**src/rtl/smiley_bounce_arbiter.sv**
```systemverilog
`default_nettype none
// ============================================================================
// Module   : smiley_bounce_arbiter
// Purpose  : Latches pixel-rate smiley collisions over a frame and commits one
//            merged, cooldown-filtered bounce command per startOfFrame.
// Revision : 1.0 - initial release
// ============================================================================
module smiley_bounce_arbiter #(
  parameter int COOLDOWN_FRAMES = 4
) (
  input  logic       clk,
  input  logic       resetN,
  input  logic       startOfFrame,
  input  logic       pause,
  input  logic       reset_level,
  input  logic       collisionSmileyBorderTop,
  input  logic       collisionSmileyBorderLeft,
  input  logic       collisionSmileyBorderRight,
  input  logic       collisionSmileyFlipper,
  input  logic       collisionSmileyObstacle,
  input  logic [3:0] hitEdgeCode,
  output logic       bounceValid,
  output logic       flipX,
  output logic       flipY,
  output logic [4:0] bounceSrc,
  output logic       collisionSmileyObstacleReal
);

  typedef enum logic [1:0] {
    IDLE    = 2'd0,
    COLLECT = 2'd1,
    COMMIT  = 2'd2
  } state_t;

  localparam logic [3:0] COOL_LOAD = 4'(COOLDOWN_FRAMES);

  state_t          state;
  logic [4:0]      liveSrc;
  logic [3:0]      liveCode;
  logic [4:0][3:0] cooldown;

  logic [4:0] pulseNow;
  logic [4:0] eligible;
  logic [3:0] obsCode;
  logic       evalFlipX;
  logic       evalFlipY;

  assign pulseNow = {collisionSmileyObstacle, collisionSmileyFlipper,
                     collisionSmileyBorderRight, collisionSmileyBorderLeft,
                     collisionSmileyBorderTop};

  // The live latches are evaluated at the startOfFrame edge so the registered
  // result lands exactly one cycle later; the output registers hold the snapshot.
  always_comb begin
    eligible = 5'd0;
    for (int s = 0; s < 5; s++) begin
      eligible[s] = liveSrc[s] && (cooldown[s] == 4'd0);
    end
    obsCode   = (liveCode == 4'd0) ? 4'b0010 : liveCode;
    evalFlipY = eligible[0] | eligible[3] | (eligible[4] & (obsCode[1] | obsCode[3]));
    evalFlipX = eligible[1] | eligible[2] | (eligible[4] & (obsCode[0] | obsCode[2]));
  end

  always_ff @(posedge clk) begin
    if (resetN || reset_level) begin
      state                       <= IDLE;
      liveSrc                     <= 5'd0;
      liveCode                    <= 4'd0;
      cooldown                    <= '0;
      bounceValid                 <= 1'b0;
      flipX                       <= 1'b0;
      flipY                       <= 1'b0;
      bounceSrc                   <= 5'd0;
      collisionSmileyObstacleReal <= 1'b0;
    end else begin
      bounceValid                 <= 1'b0;
      flipX                       <= 1'b0;
      flipY                       <= 1'b0;
      bounceSrc                   <= 5'd0;
      collisionSmileyObstacleReal <= 1'b0;

      case (state)
        IDLE: begin
          if (startOfFrame && !pause) begin
            state <= COLLECT;
          end
        end

        COLLECT: begin
          if (pause) begin
            liveSrc  <= 5'd0;
            liveCode <= 4'd0;
          end else if (startOfFrame) begin
            bounceValid                 <= |eligible;
            flipX                       <= evalFlipX;
            flipY                       <= evalFlipY;
            bounceSrc                   <= eligible;
            collisionSmileyObstacleReal <= eligible[4];
            // Same-cycle collisions seed the next frame.
            liveSrc  <= pulseNow;
            liveCode <= pulseNow[4] ? hitEdgeCode : 4'd0;
            state    <= COMMIT;
          end else begin
            liveSrc <= liveSrc | pulseNow;
            if (pulseNow[4] && !liveSrc[4]) begin
              liveCode <= hitEdgeCode;
            end
          end
        end

        COMMIT: begin
          for (int s = 0; s < 5; s++) begin
            if (bounceSrc[s]) begin
              cooldown[s] <= COOL_LOAD;
            end else if (cooldown[s] != 4'd0) begin
              cooldown[s] <= cooldown[s] - 4'd1;
            end
          end
          if (pause) begin
            liveSrc  <= 5'd0;
            liveCode <= 4'd0;
          end else begin
            liveSrc <= liveSrc | pulseNow;
            if (pulseNow[4] && !liveSrc[4]) begin
              liveCode <= hitEdgeCode;
            end
          end
          state <= COLLECT;
        end

        default: state <= IDLE;
      endcase
    end
  end

endmodule
`default_nettype wire

```
**config.mk**
```make
export PLATFORM = sky130hd
export DESIGN_NAME = smiley_bounce_arbiter
export DESIGN_NICKNAME = d
export VERILOG_FILES = /design/src/rtl/smiley_bounce_arbiter.sv
export SDC_FILE = /design/constraint.sdc
export NUM_CORES = 1
export LEC_CHECK = 0
export BUFFER_PORTS_ARGS = -buffer_cell sky130_fd_sc_hd__buf_2
export CAP_MARGIN = 15
export CORE_MARGIN = 3
export CORE_UTILIZATION = 61
export CTS_CLUSTER_DIAMETER = 150
export DETAILED_ROUTE_END_ITERATION = 6
export MAX_ROUTING_LAYER = met4
export PLACE_DENSITY = 0.83
export SYNTH_ARGS = -nofsm -noshare
export SYNTH_HDL_FRONTEND = slang
export SYNTH_SLANG_ARGS = --single-unit
export TNS_END_PERCENT = 5
```
**constraint.sdc**
```tcl
create_clock -name clk -period 3.85 [get_ports clk]
set_clock_uncertainty 0.2 [all_clocks]
set_input_delay 0.1925 -clock clk [delete_from_list [all_inputs] [get_ports clk]]
set_output_delay 0.1925 -clock clk [all_outputs]
set_load 0.005 [all_outputs]
```
==> flow_summary_export.csv <==
group,metric,value,unit
setup_path,cp-start-kind,"register",
die,pin_count,23,
cts,cts_tree,"yes",
setup_path,regToRegSetupSlack,1630,ps
yosys,yosysMostFrequentCell,"dfxtp_1",
timing,maxSlewViolCount,0,
yosys,ys_ff_latch,39,
pwr,power.density,301,nW/µm²
die,core-area,2900,µm²
detailed_routing,ant_nets,0,
global_routing,grt_pass1_vias,1514,
worst_hold_path,hp-start,"resetN",
run_status,status,"finished with violations",
global_routing,grt_pass1_wl,6460,µm
finish,fill_cells,246,
worst_hold_path,whs_path_depth,3,
yosys,async_reset_ff_share,0,%
yosys,ys_types,34,
cts,ctsRootBufferMaster,"clkbuf_4",
setup_path,crit_fanout,29,
cts,clockBufferDepth,2,
pwr,p_leak,0.869,nW
timing,hold_viol,1,
setup_path,end_kind,"register",
global_routing,antenna_found_initial,0,
worst_hold_path,min_path_type,"in -> reg",
finish,multi_input_area,1070,µm²
die,dieArea,3900,µm²
finish,fin_cells,298,
timing,setup_viol,0,
run_status,violations,"hold timing",
detailed_routing,dr.pass1.iters,4,
die,initial_utilization,67.0,%
setup_path,crit_type,"reg -> reg",
yosys,yosysSeqAreaShare,40.2,%
die,rows,19,
yosys,yosys.area.top_type,"dfxtp_1",
worst_hold_path,whs_endpoint,"liveCode[2]",
yosys,synth_top_area_share,40.2,%
die,die_h,62.4,µm
flow_run,cap_violations,0,
yosys,syn_inst,226,
detailed_routing,wire_per_inst,12.8,µm
detailed_routing,drtIter0Drc,104,
timing,fin_tns_setup,0,ps
setup_path,rr_startpoint,"state[0]",
setup_path,r2r_cells,6,
yosys,synth_fp_nets,255,
finish,fin_util,76.1,%
global_routing,grt_overflow,0,
setup_path,crit_arrival,2310,ps
setup_path,r2r-end,"liveCode[3]",
finish,fin_nets,285,
cts,cts_resized,0,
finish,diodes,0,
finish,syn_to_final_growth,13.7,%
cts,clk_latency,350,ps
placement,dp_cells,283,
setup_path,critPathRequiredTime,3940,ps
pwr,irDropWorstVdd,339,µV
yosys,yosys_most_used_dff,"dfxtp_1",
finish,drive_above_1_share,15.2,%
cts,clock-sinks,39,
yosys,synth_edf_count,0,
global_routing,grt_use_total,20.9,%
placement,portBuffers,22,
global_routing,grt_max_degree,30,
cts,cts_max_level,2,
yosys,synthTopCellsByArea,"dfxtp_1 40%, ha_1 9.7%, nor2_1 4.8%",
timing,worstMarginPinSlew,845,ps
finish,seqCellArea,781,µm²
timing,maxSlewHeadroom,43.7,%
yosys,synth.top_cells.by_count,"39 x dfxtp_1, 25 x nor2_1, 19 x nand2_1",
cts,numCtsBuffers,5,
die,die_w,62.4,µm
yosys,syn_avg_cell_area,8.59,µm²
yosys,netlist_area,1940,µm²
yosys,ys_warn_count,0,
timing,fin_crit,2220,ps
timing,whs,-8.70,ps
detailed_routing,route.detailed.drc,0,
detailed_routing,via_per_inst,5.64,
placement,gp_congestion,0.790,
timing,rsz0062_at_grt,"no",
timing,period_share,57.6,%
cts,clkTransAtPathRegs,110,ps
detailed_routing,vias,1682,
timing,max_freq,451,MHz
detailed_routing,drt-total-wl,3800,µm
placement,dpl.hpwl,2660,µm
[worst max-delay path by stage]
stage	start	to	slack [ps]	depth (start not counted)
2_1_floorplan	state[0]	liveSrc[0]	2080	7
3_3_place_gp	state[0]	liveSrc[0]	1730	6
3_5_place_dp	state[0]	liveCode[3]	1640	6
4_1_cts	state[0]	liveCode[3]	1630	6
5_1_grt	state[0]	liveCode[3]	1440	6
6_report	state[0]	liveCode[3]	1630	6
[state kept, by name, summed over array words and instances (netlist names)]
name,cells
cooldown,20
bounceSrc,5
liveSrc,5
liveCode,4
state,2
bounceValid,1
flipX,1
flipY,1
[power by group]
part           internal [W]  switching, W  total (W)
clock             0.0000847      0.000131   0.000215
sequential         0.000405    0.00000131   0.000406
combinational     0.0000190     0.0000233  0.0000422
total              0.000509      0.000155   0.000664
[logic make-up (layout without fill, tap and decap cells)]
| group | after synthesis | after routing | share of synthesized area, % |
|---|---|---|---|
| compound gates | 59 | 59 | 20.4 |
| fa+ha+maj | 15 | 15 | 9.66 |
| buf+inv | 21 | 51 | 4.45 |
| flops | 39 | 39 | 40.2 |
| mux | 1 | 1 | 0.515 |
| simple gates | 91 | 91 | 24.7 |
[through the flow]
stage | setup WS, ps | power, W | area, µm² | hold slack (ps)
after detailed placement | 1640 | 0.000451 | 2070 | 242
after floorplan | 2080 | 0.000437 | 1940 | 141
final | 1630 | 0.000664 | 2210 | -8.70
after global routing | 1440 | 0.000691 | 2210 | 13.7
after global placement | 1730 | 0.000451 | 2070 | 230
after CTS | 1630 | 0.000667 | 2210 | 8.47
[worst max-delay path, cell delays in order (launching register included)]
cell      delay [ps]
dfxtp_1          410
inv_1             80
ha_1             500
or3b_1           490
a21boi_2         220
o21ai_0          110
a31oi_1          160
[cells in the final DEF, fill, tap and decap left out, drive strengths merged, types with 3 or more instances in the layout]
cell type,n
dfxtp,39
nor2,26
buf,22
nand2,19
o21ai,18
ha,15
inv,14
nor3b,10
a2bb2oi,10
a21oi,8
dlygate4sd3,8
nand2b,7
nand3,6
a22oi,6
or3b,6
clkbuf,6
o31ai,5
nor3,5
nand3b,4
a31oi,4
o211ai,3
[per-layer routing]
layer  vias to the layer above  global-route usage [%]  routed length [µm]
li1                        856                       -                   -
met1                       760                    25.7                1800
met2                        58                    33.0                1700
met3                         8                    4.68                 265
met4                         0                    8.54                  35
met5                         -                       -                   0
[cell type report]
type / instances / area share [%]
well taps: 42 / 2.38
clock buffers: 6 / 2.32
repair buffers: 30 / 8.62
clock inverters: 1 / 0.227
multi-input cells: 166 / 48.7
flip-flops and latches: 39 / 35.4
inverters: 14 / 2.38
[timing repair]
| item | CTS | global route |
|---|---|---|
| buffers inserted | 0 | 0 |
| hold buffers | 8 | 0 |
| endpoints found under the hold margin | 8 | 0 |
No activity file was read; power rests on OpenSTA's default activity.
